`src/rtl/fetch_stage_pkg.sv`:
```
// rtl/fetch_stage_pkg.sv - shared widths, reset PC and counter encodings for the fetch stage
package fetch_stage_pkg;

  localparam int PC_W        = 12;
  localparam int BTB_IDX_W   = 4;
  localparam int BTB_ENTRIES = 1 << BTB_IDX_W;
  localparam int BTB_TAG_W   = PC_W - BTB_IDX_W - 2;

  localparam logic [PC_W-1:0] RESET_PC = 12'h000;

  typedef enum logic [1:0] {
    CTR_SNT = 2'b00,
    CTR_WNT = 2'b01,
    CTR_WT  = 2'b10,
    CTR_ST  = 2'b11
  } ctr_e;

  typedef enum logic {
    ST_RUN    = 1'b0,
    ST_HALTED = 1'b1
  } run_state_e;

  // Saturating step of a 2-bit predictor toward the resolved outcome.
  function automatic ctr_e ctr_next(input ctr_e c, input logic taken);
    ctr_e n;
    n = c;
    case (c)
      CTR_SNT: n = taken ? CTR_WNT : CTR_SNT;
      CTR_WNT: n = taken ? CTR_WT  : CTR_SNT;
      CTR_WT:  n = taken ? CTR_ST  : CTR_WNT;
      CTR_ST:  n = taken ? CTR_ST  : CTR_WT;
      default: n = CTR_WNT;
    endcase
    return n;
  endfunction

endpackage

```
`src/rtl/fetch_stage_if.sv`:
```
// rtl/fetch_stage_if.sv - control inputs and IF/ID outputs of the fetch stage
interface fetch_stage_if
  import fetch_stage_pkg::*;
  ();

  logic            stall_i;
  logic            halt_i;
  logic            redirect_i;
  logic [PC_W-1:0] redirect_pc_i;
  logic            upd_valid_i;
  logic [PC_W-1:0] upd_pc_i;
  logic            upd_taken_i;
  logic [PC_W-1:0] upd_target_i;

  logic [PC_W-1:0] imem_addr_o;
  logic [PC_W-1:0] pc_o;
  logic            bpr_o;
  logic [PC_W-1:0] pred_target_o;
  logic            flush_o;

  modport master (
    output stall_i, halt_i, redirect_i, redirect_pc_i,
    output upd_valid_i, upd_pc_i, upd_taken_i, upd_target_i,
    input  imem_addr_o, pc_o, bpr_o, pred_target_o, flush_o
  );

  modport slave (
    input  stall_i, halt_i, redirect_i, redirect_pc_i,
    input  upd_valid_i, upd_pc_i, upd_taken_i, upd_target_i,
    output imem_addr_o, pc_o, bpr_o, pred_target_o, flush_o
  );

endinterface

```
`src/rtl/fetch_stage_btb.sv`:
```
// rtl/fetch_stage_btb.sv - direct-mapped BTB with 2-bit counters, async read, sync update
module btb_2bit
  import fetch_stage_pkg::*;
(
  input  logic            CLK,
  input  logic            RST,
  input  logic [PC_W-1:2] rd_pc_i,
  output logic            rd_hit_o,
  output logic            rd_taken_o,
  output logic [PC_W-1:0] rd_target_o,
  input  logic            upd_valid_i,
  input  logic [PC_W-1:2] upd_pc_i,
  input  logic            upd_taken_i,
  input  logic [PC_W-1:0] upd_target_i
);

  logic [BTB_ENTRIES-1:0] valid_q;
  logic [BTB_TAG_W-1:0]   tag_q    [BTB_ENTRIES];
  logic [PC_W-1:0]        target_q [BTB_ENTRIES];
  ctr_e                   ctr_q    [BTB_ENTRIES];

  logic [BTB_IDX_W-1:0] rd_idx;
  logic [BTB_TAG_W-1:0] rd_tag;
  logic [BTB_IDX_W-1:0] upd_idx;
  logic [BTB_TAG_W-1:0] upd_tag;

  assign rd_idx  = rd_pc_i[BTB_IDX_W+1:2];
  assign rd_tag  = rd_pc_i[PC_W-1:BTB_IDX_W+2];
  assign upd_idx = upd_pc_i[BTB_IDX_W+1:2];
  assign upd_tag = upd_pc_i[PC_W-1:BTB_IDX_W+2];

  assign rd_hit_o    = valid_q[rd_idx] && (tag_q[rd_idx] == rd_tag);
  assign rd_taken_o  = ctr_q[rd_idx][1];
  assign rd_target_o = target_q[rd_idx];

  logic            upd_hit;
  logic            upd_we;
  ctr_e            upd_ctr_d;
  logic [PC_W-1:0] upd_target_d;

  // Not-taken misses never allocate, so cold branches stay out of the table.
  always_comb begin
    upd_hit      = valid_q[upd_idx] && (tag_q[upd_idx] == upd_tag);
    upd_we       = 1'b0;
    upd_ctr_d    = ctr_q[upd_idx];
    upd_target_d = target_q[upd_idx];
    if (upd_valid_i) begin
      if (upd_hit) begin
        upd_we    = 1'b1;
        upd_ctr_d = ctr_next(ctr_q[upd_idx], upd_taken_i);
        if (upd_taken_i) begin
          upd_target_d = upd_target_i;
        end
      end else if (upd_taken_i) begin
        upd_we       = 1'b1;
        upd_ctr_d    = CTR_WT;
        upd_target_d = upd_target_i;
      end
    end
  end

  always_ff @(posedge CLK) begin
    if (RST) begin
      valid_q <= '0;
      for (int i = 0; i < BTB_ENTRIES; i++) begin
        tag_q[i]    <= '0;
        target_q[i] <= '0;
        ctr_q[i]    <= CTR_WNT;
      end
    end else if (upd_we) begin
      valid_q[upd_idx]  <= 1'b1;
      tag_q[upd_idx]    <= upd_tag;
      target_q[upd_idx] <= upd_target_d;
      ctr_q[upd_idx]    <= upd_ctr_d;
    end
  end

endmodule

```
`src/rtl/fetch_stage.sv`:
```
// rtl/fetch_stage.sv - PC register, halt state and next-PC selection for instruction fetch
module fetch_stage
  import fetch_stage_pkg::*;
(
  input  logic          CLK,
  input  logic          RST,
  fetch_stage_if.slave  bus
);

  logic [PC_W-1:0] pc_q;
  logic [PC_W-1:0] pc_d;
  run_state_e      state_q;
  run_state_e      state_d;

  logic            btb_hit;
  logic            btb_taken;
  logic [PC_W-1:0] btb_target;
  logic            bpr;
  logic [PC_W-1:0] pc_plus4;
  logic [PC_W-1:0] pred_target;

  logic unused_upd_lsb;
  assign unused_upd_lsb = ^bus.upd_pc_i[1:0];

  btb_2bit u_btb (
    .CLK          (CLK),
    .RST          (RST),
    .rd_pc_i      (pc_q[PC_W-1:2]),
    .rd_hit_o     (btb_hit),
    .rd_taken_o   (btb_taken),
    .rd_target_o  (btb_target),
    .upd_valid_i  (bus.upd_valid_i),
    .upd_pc_i     (bus.upd_pc_i[PC_W-1:2]),
    .upd_taken_i  (bus.upd_taken_i),
    .upd_target_i (bus.upd_target_i)
  );

  assign pc_plus4    = pc_q + PC_W'(4);
  assign bpr         = btb_hit & btb_taken;
  assign pred_target = bpr ? btb_target : pc_plus4;

  assign bus.imem_addr_o   = pc_q;
  assign bus.pc_o          = pc_q;
  assign bus.bpr_o         = bpr;
  assign bus.pred_target_o = pred_target;
  assign bus.flush_o       = bus.redirect_i;

  // A redirect in the same cycle halt_i rises still lands; after that the PC is frozen.
  always_comb begin
    state_d = state_q;
    pc_d    = pc_q;
    if (bus.halt_i) begin
      state_d = ST_HALTED;
    end
    if (bus.redirect_i && (state_q == ST_RUN)) begin
      pc_d = bus.redirect_pc_i;
    end else if ((state_q == ST_HALTED) || bus.halt_i) begin
      pc_d = pc_q;
    end else if (!bus.stall_i) begin
      pc_d = pred_target;
    end
  end

  always_ff @(posedge CLK) begin
    if (RST) begin
      pc_q    <= RESET_PC;
      state_q <= ST_RUN;
    end else begin
      pc_q    <= pc_d;
      state_q <= state_d;
    end
  end

endmodule

```
`src/flat_wrapper.sv`:
```
// flat-port wrapper written by rule: the top's interface ports become plain ports
module fetch_stage_flat import fetch_stage_pkg::*;
  (CLK, RST, bus_stall_i, bus_halt_i, bus_redirect_i, bus_redirect_pc_i, bus_upd_valid_i, bus_upd_pc_i, bus_upd_taken_i, bus_upd_target_i, bus_imem_addr_o, bus_pc_o, bus_bpr_o, bus_pred_target_o, bus_flush_o);
  fetch_stage_if bus_i ();
  input  logic CLK;
  input  logic RST;
  input wire logic [$bits(bus_i.stall_i)-1:0] bus_stall_i;
  input wire logic [$bits(bus_i.halt_i)-1:0] bus_halt_i;
  input wire logic [$bits(bus_i.redirect_i)-1:0] bus_redirect_i;
  input wire logic [$bits(bus_i.redirect_pc_i)-1:0] bus_redirect_pc_i;
  input wire logic [$bits(bus_i.upd_valid_i)-1:0] bus_upd_valid_i;
  input wire logic [$bits(bus_i.upd_pc_i)-1:0] bus_upd_pc_i;
  input wire logic [$bits(bus_i.upd_taken_i)-1:0] bus_upd_taken_i;
  input wire logic [$bits(bus_i.upd_target_i)-1:0] bus_upd_target_i;
  output wire logic [$bits(bus_i.imem_addr_o)-1:0] bus_imem_addr_o;
  output wire logic [$bits(bus_i.pc_o)-1:0] bus_pc_o;
  output wire logic [$bits(bus_i.bpr_o)-1:0] bus_bpr_o;
  output wire logic [$bits(bus_i.pred_target_o)-1:0] bus_pred_target_o;
  output wire logic [$bits(bus_i.flush_o)-1:0] bus_flush_o;
  assign bus_i.stall_i = bus_stall_i;
  assign bus_i.halt_i = bus_halt_i;
  assign bus_i.redirect_i = bus_redirect_i;
  assign bus_i.redirect_pc_i = bus_redirect_pc_i;
  assign bus_i.upd_valid_i = bus_upd_valid_i;
  assign bus_i.upd_pc_i = bus_upd_pc_i;
  assign bus_i.upd_taken_i = bus_upd_taken_i;
  assign bus_i.upd_target_i = bus_upd_target_i;
  assign bus_imem_addr_o = bus_i.imem_addr_o;
  assign bus_pc_o = bus_i.pc_o;
  assign bus_bpr_o = bus_i.bpr_o;
  assign bus_pred_target_o = bus_i.pred_target_o;
  assign bus_flush_o = bus_i.flush_o;
  fetch_stage u_core (.CLK(CLK), .RST(RST), .bus(bus_i));
endmodule
```
`config.mk`:
```
export PLATFORM = sky130hd
export DESIGN_NAME = fetch_stage_flat
export DESIGN_NICKNAME = d
export VERILOG_FILES = /design/src/rtl/fetch_stage_pkg.sv /design/src/rtl/fetch_stage_if.sv /design/src/rtl/fetch_stage_btb.sv /design/src/rtl/fetch_stage.sv /design/src/flat_wrapper.sv
export SDC_FILE = /design/constraint.sdc
export NUM_CORES = 1
export LEC_CHECK = 0
export BUFFER_PORTS_ARGS = -buffer_cell sky130_fd_sc_hd__buf_2
export CAP_MARGIN = 20
export CORE_MARGIN = 3
export CORE_UTILIZATION = 56
export DETAILED_ROUTE_END_ITERATION = 8
export GPL_TIMING_DRIVEN = 0
export PLACE_DENSITY = 0.78
export SLEW_MARGIN = 40
export SYNTH_ARGS = -nofsm -noshare
export SYNTH_HDL_FRONTEND = slang
export SYNTH_SLANG_ARGS = --single-unit
export TNS_END_PERCENT = 20
```
`constraint.sdc`:
```
create_clock -name CLK -period 4.15 [get_ports CLK]
set_clock_uncertainty 0.1 [all_clocks]
set_input_delay 1.245 -clock CLK [delete_from_list [all_inputs] [get_ports CLK]]
set_output_delay 1.245 -clock CLK [all_outputs]
set_load 0.1 [all_outputs]
```
After elaboration in Yosys (flattened, before gate mapping)
Memory sizes are Yosys's and may differ from the RTL's. A register that Yosys moved wholly into a read port is not among the register bits.
Cells that the tools add are included.
{"block": "totals", "regBits": 29, "ramBits": 320, "inputBits": 43, "output_inout_bits": 38, "elab_cells": 76, "n_memories": 3}
{"name": "u_core.u_btb.target_q", "depth": 16, "word_bits": 12, "read_ports": 1, "rd_clocked_by_memory_dff": 1, "wr": 16, "line_no": "fetch_stage_btb.sv:19", "rtl": "logic [PC_W-1:0] target_q [BTB_ENTRIES];"}
{"name": "u_core.u_btb.tag_q", "depth": 16, "word_bits": 6, "read_ports": 2, "rd_clocked_by_memory_dff": 1, "wr": 16, "line_no": "fetch_stage_btb.sv:18", "rtl": "logic [BTB_TAG_W-1:0] tag_q [BTB_ENTRIES];"}
{"name": "u_core.u_btb.ctr_q", "depth": 16, "word_bits": 2, "read_ports": 2, "rd_clocked_by_memory_dff": 1, "wr": 16, "line_no": "fetch_stage_btb.sv:20", "rtl": "ctr_e ctr_q [BTB_ENTRIES];"}
{"block": "op_classes", "add_sub_neg": 1, "order_cmp": 3, "eq_ne": 9, "n_mux": 43, "bitwise_logic": 3, "reduce_logical": 11}
{"operator": "$mux W12", "n": 7}
{"operator": "$mux W4", "n": 9}
{"operator": "$mux W1", "n": 16}
{"operator": "$or A16 B16 Y16", "n": 1}
{"operator": "$add A12 B3 Y12 const B", "n": 1}
{"operator": "$eq A6 B6 Y1", "n": 2}
{"operator": "$mux W2", "n": 6}
{"operator": "$reduce_or A12 Y1", "n": 1}
{"operator": "$lt A4 B5 Y1 const B", "n": 2}
{"operator": "$bmux W1 S4", "n": 2}
{"operator": "$pmux W2 S4", "n": 1}
{"operator": "$mux W6", "n": 1}
{"operator": "$reduce_or A6 Y1", "n": 1}
{"operator": "$demux W1 S4", "n": 1}
{"operator": "$eq A2 B2 Y1 const B", "n": 2}
{"operator": "$ge A4 B1 Y1 const B", "n": 1}
{"operator": "$logic_and A1 B1 Y1", "n": 4}
{"operator": "$ne A2 B1 Y1 const B", "n": 2}
{"operator": "$reduce_and A3 Y1", "n": 1}
{"operator": "$eq A2 B1 Y1 const B", "n": 1}
{"operator": "$logic_not A2 Y1", "n": 1}
{"operator": "$ne A2 B2 Y1 const B", "n": 1}
{"operator": "$reduce_and A2 Y1", "n": 1}
{"operator": "$reduce_or A2 Y1", "n": 1}
{"operator": "other kinds (4)", "n": 4}

Logic depth before layout (Yosys ltp)
{"block": "depth", "ltp_word": 11, "ltp_mapped": 13}

Hierarchy
From an unflattened synthesis, not the netlist that was laid out.
{"block": "hier_totals", "hier_cells": 1189, "area_unflattened_um2": 17451.7}
{"module": "btb_2bit", "n_inst": 1, "cells_each": 1076, "area_per_inst_um2": 16565.9, "seq_area_each_um2": 9929.5}
{"module": "fetch_stage", "n_inst": 1, "cells_each": 113, "area_per_inst_um2": 885.8, "seq_area_each_um2": 260.2}

Worst setup path before layout
OpenSTA, ideal clock, no wires.
{"block": "synth_timing", "kind": "flip-flop to output port", "startpoint": "reg u_core.pc_q[8] (netlist: u_core.bus.imem_addr_o[8])", "endpoint": "out bus_pred_target_o[2]", "arrival_time_ps": 4310, "t_required_ps": 2805, "path_slack_ps": -1505, "path_stages_with_launch": 8, "path_buffers": 2, "path_cell_list": "dfxtp_1 -> clkbuf_1 -> o221ai_1 -> a2111oi_0 -> nor2_1 -> nor4_4 -> buf_6 -> mux2i_1"}
{"block": "synth_between", "elab_chain_cells": 4}
{"item": "start: declaration", "line_no": "fetch_stage.sv:10", "rtl": "logic [PC_W-1:0] pc_q;"}
{"item": "start signal: assignment", "line_no": "fetch_stage.sv:69", "rtl": "pc_q <= pc_d;"}
{"item": "$eq A6 B6 Y1", "line_no": "fetch_stage_btb.sv:32", "rtl": "assign rd_hit_o = valid_q[rd_idx] && (tag_q[rd_idx] == rd_tag);"}
{"item": "$logic_and A1 B1 Y1", "line_no": "fetch_stage_btb.sv:32"}
{"item": "$and A1 B1 Y1", "line_no": "fetch_stage.sv:39", "rtl": "assign bpr = btb_hit & btb_taken;"}
{"item": "net bus_bpr_o", "line_no": "flat_wrapper.sv:17", "rtl": "output wire logic [$bits(bus_i.bpr_o)-1:0] bus_bpr_o;"}
{"item": "$mux W12", "line_no": "fetch_stage.sv:40", "rtl": "assign pred_target = bpr ? btb_target : pc_plus4;"}
{"item": "end: declaration", "line_no": "flat_wrapper.sv:18", "rtl": "output wire logic [$bits(bus_i.pred_target_o)-1:0] bus_pred_target_o;"}
The timed path passes the listed nets, and every way through them passes these cells.

==> flow_summary.yaml <==
synth:
  synth_ff_type: "edfxtp_1"
  yosysWarnings: 0
  avgSynthCellArea_um2: 14.2
  synthCells: 1239
  ys_types: 52
  synthTopCellsByArea: "edfxtp_1 (55%), mux4_2 (15%), and2_1 (7.0%)"
  synth_fa_ha_area_frac: 0.00128
  synth_top_family_by_area: "multiplexers"
  synth_seq_cells: 353
  synth_compound_area_frac: 0.0528
  synth_fp_nets: 1283
  yosys.area_share.simple: 0.126
  synth-xor-area-share: 0.0114
  synth_seq_area_share: 0.584
  synth.area.mux_share: 0.188
  yosys.area.top_type_share: 0.546
  synth_edf_count: 320
  async_reset_ff_frac: 0
  synth_area_um2: 17600
  yosys.area.top_type: "edfxtp_1"
grt:
  grt_pass1_wl_um: 72500
  grt_max_degree: 14
  antenna_found_initial: 1
  grt_overflow_total: 0
  groute.usage.overall: 0.290
  grt_pass1_vias: 11900
floorplanning:
  die_w_um: 183
  floorplan.initialDensity: 0.572
  die_h_um: 183
  dieArea_um2: 33600
  num_rows: 64
  core_area_um2: 30700
  io_pins: 81
layout:
  drive_gt1_frac: 0.322
  final_common_cell: "edfxtp_1"
  syn2layout_area_growth_pct: 19.0
  multiInputGateArea_um2: 7110
  utilization: 0.681
  n_antenna_cell: 0
  regArea_um2: 10300
  fill_cells: 2019
  final_nets: 1443
  final_cell_mix: "edfxtp_1 (320), and2_1 (196), nor2_1 (135), mux4_2 (121), buf_2 (68)"
route:
  detail_route.vias_per_cell: 6.50
  drt-initial-drc-count: 1561
  vias: 11900
  drc: 0
  wl_um: 49000
  postRouteAntennaNets: 0
  wl_per_cell_um: 26.9
  first_pass_iters: 5
timing:
  hold-worst-slack_ns: 0.387
  slew_violations: 0
  fmax_mhz: 205
  min_period_ns: 4.88
  max-slew-margin-rel: 0.395
  setup_viol: 13
  rsz0062_at_grt: "yes"
  hold_viol_final: 0
  fin_setup_tns_ns: -8.97
  worst_slew_pin_slew_ns: 0.908
  fin_crit_sh: 1.18
  worst_slack_ns: -0.735
critical_path:
  critPathMostFrequentCell: "buf_12"
  critical_path_arrival_ns: 3.54
  crit_required_ns: 2.80
  path_delay_family: "multiplexers"
  cp_slowest_stage_delay_ns: 0.50
  setup.worst_path.class: "reg2out"
  slowest_stage: "mux4_2"
  crit_path_cell_trace: "buf_8, buf_12, buf_4, mux4_2, mux4_2, xor2_1, nor4_4, buf_6, buf_12, mux2i_4, buf_12"
  cp_max_fo: 5
  endpoint_kind: "output port"
  crit_path_start_kind: "flip-flop"
  critPathBufInv: 6
run_status:
  violations: "negative setup slack"
  outcome: "finished with violations"
clock_tree:
  worstSkewPairLatency_ns: 0.55
  cts_sinks: 353
  hold_buffers: 0
  root_buffer: "clkbuf_16"
  htreeDepth: 2
  cts_max_path_buffers: 3
  cts-buffers-inserted: 39
  path_clk_slew_ns: 0.06
  cts_tree: "built"
place:
  io_buffers: 77
  finalWeightedCongestion: 0.935
  dp_slack_ns: -1.49
  place_hpwl_um: 33100
min_path:
  holdCritStartpoint: "u_core.u_btb.valid_q[10]"
  hp-class: "reg2reg"
power_and_ir_drop:
  p_per_area_nw_per_um2: 413
  p_leak_nw: 7.31
  max-vdd-ir-drop_uv: 255
flow_run:
  max_cap_violations: 0
==> path summary, 6_finish.rpt <==
path         cells after the start  slack, ns                        end
min reg2reg                      2       0.39   u_core.u_btb.valid_q[10]
max                             11      -0.73       bus_pred_target_o[2]
max reg2reg                     12       0.78  u_core.bus.imem_addr_o[4]
min                              2       0.39   u_core.u_btb.valid_q[10]
==> routing by layer <==
layer / GRT usage / wire [µm]
met1: 0.405 / 18100
met2: 0.458 / 23000
met3: 0.0708 / 6150
met4: 0.0969 / 1650
met5: 0 / 26
==> logic make-up after synthesis <==
group                    Yosys count
AO/OA/AOI/OAI                    129
XOR/XNOR                          23
adder cells (fa/ha/maj)            2
buffers and inverters            138
flip-flops                       353
multiplexers                     173
AND/OR/NAND/NOR                  421
==> cell usage after synthesis (9+ instances only) <==
| library cell | instances |
|---|---|
| buf_4 | 19 |
| mux4_2 | 121 |
| a21oi_1 | 20 |
| clkbuf_1 | 63 |
| o211ai_2 | 16 |
| o21ai_0 | 40 |
| buf_2 | 13 |
| inv_1 | 22 |
| nor2b_1 | 11 |
| dfxtp_1 | 33 |
| mux2_2 | 17 |
| a22oi_1 | 12 |
| a31o_1 | 9 |
| nand2_1 | 36 |
| edfxtp_1 | 320 |
| mux2i_1 | 27 |
| nand2b_1 | 19 |
| xnor2_1 | 20 |
| nor2_1 | 137 |
| and2_1 | 197 |
==> flip-flops by register name, indices dropped and copies added, names as in the netlist, named ones only <==
register	flops
u_core.u_btb.tag_q	96
u_core.state_q	1
u_core.u_btb.target_q	192
u_core.u_btb.ctr_q	32
u_core.u_btb.valid_q	16
u_core.bus.imem_addr_o	12
==> stage by stage <==
stage	power (mW)	instances	cell area [µm²]
5_1_grt	8.84	1824	20900
2_1_floorplan	4.90	1239	17600
3_3_place_gp	5.19	1712	18500
4_1_cts	8.58	1806	20600
6_report	8.65	1824	20900
3_5_place_dp	5.24	1728	18700
==> power breakdown <==
part           switching [mW]  internal [mW]
Sequential             0.0804           4.03
Combinational           0.738          0.460
Clock                    1.44           1.90
Total                    2.25           6.40
==> tightest hold or removal path: cells and delay by family, from the launching register on <==
| kind | cells | cell delay, ns |
|---|---|---|
| flip-flops | 1 | 0.32 |
| AO/OA/AOI/OAI | 1 | 0.07 |
| buffers and inverters | 1 | 0.05 |
==> repair_timing <==
item / CTS / global route
pin swaps: 13 / 11
buffers inserted: 7 / 17
endpoints found under the setup margin: 287 / 193
gates cloned: 1 / 1
gates resized for setup: 147 / 37
==> cell type report <==
type                            instances  area share
Timing Repair Buffer                  119      0.0481
Inverter                               28     0.00502
Sequential cell                       353       0.491
Clock buffer                           47      0.0490
Tap cell                              396      0.0237
Multi-Input combinational cell        748       0.339
Buffer                                110      0.0344
Clock inverter                         23     0.00980
Power figures use the tool's default switching activity.
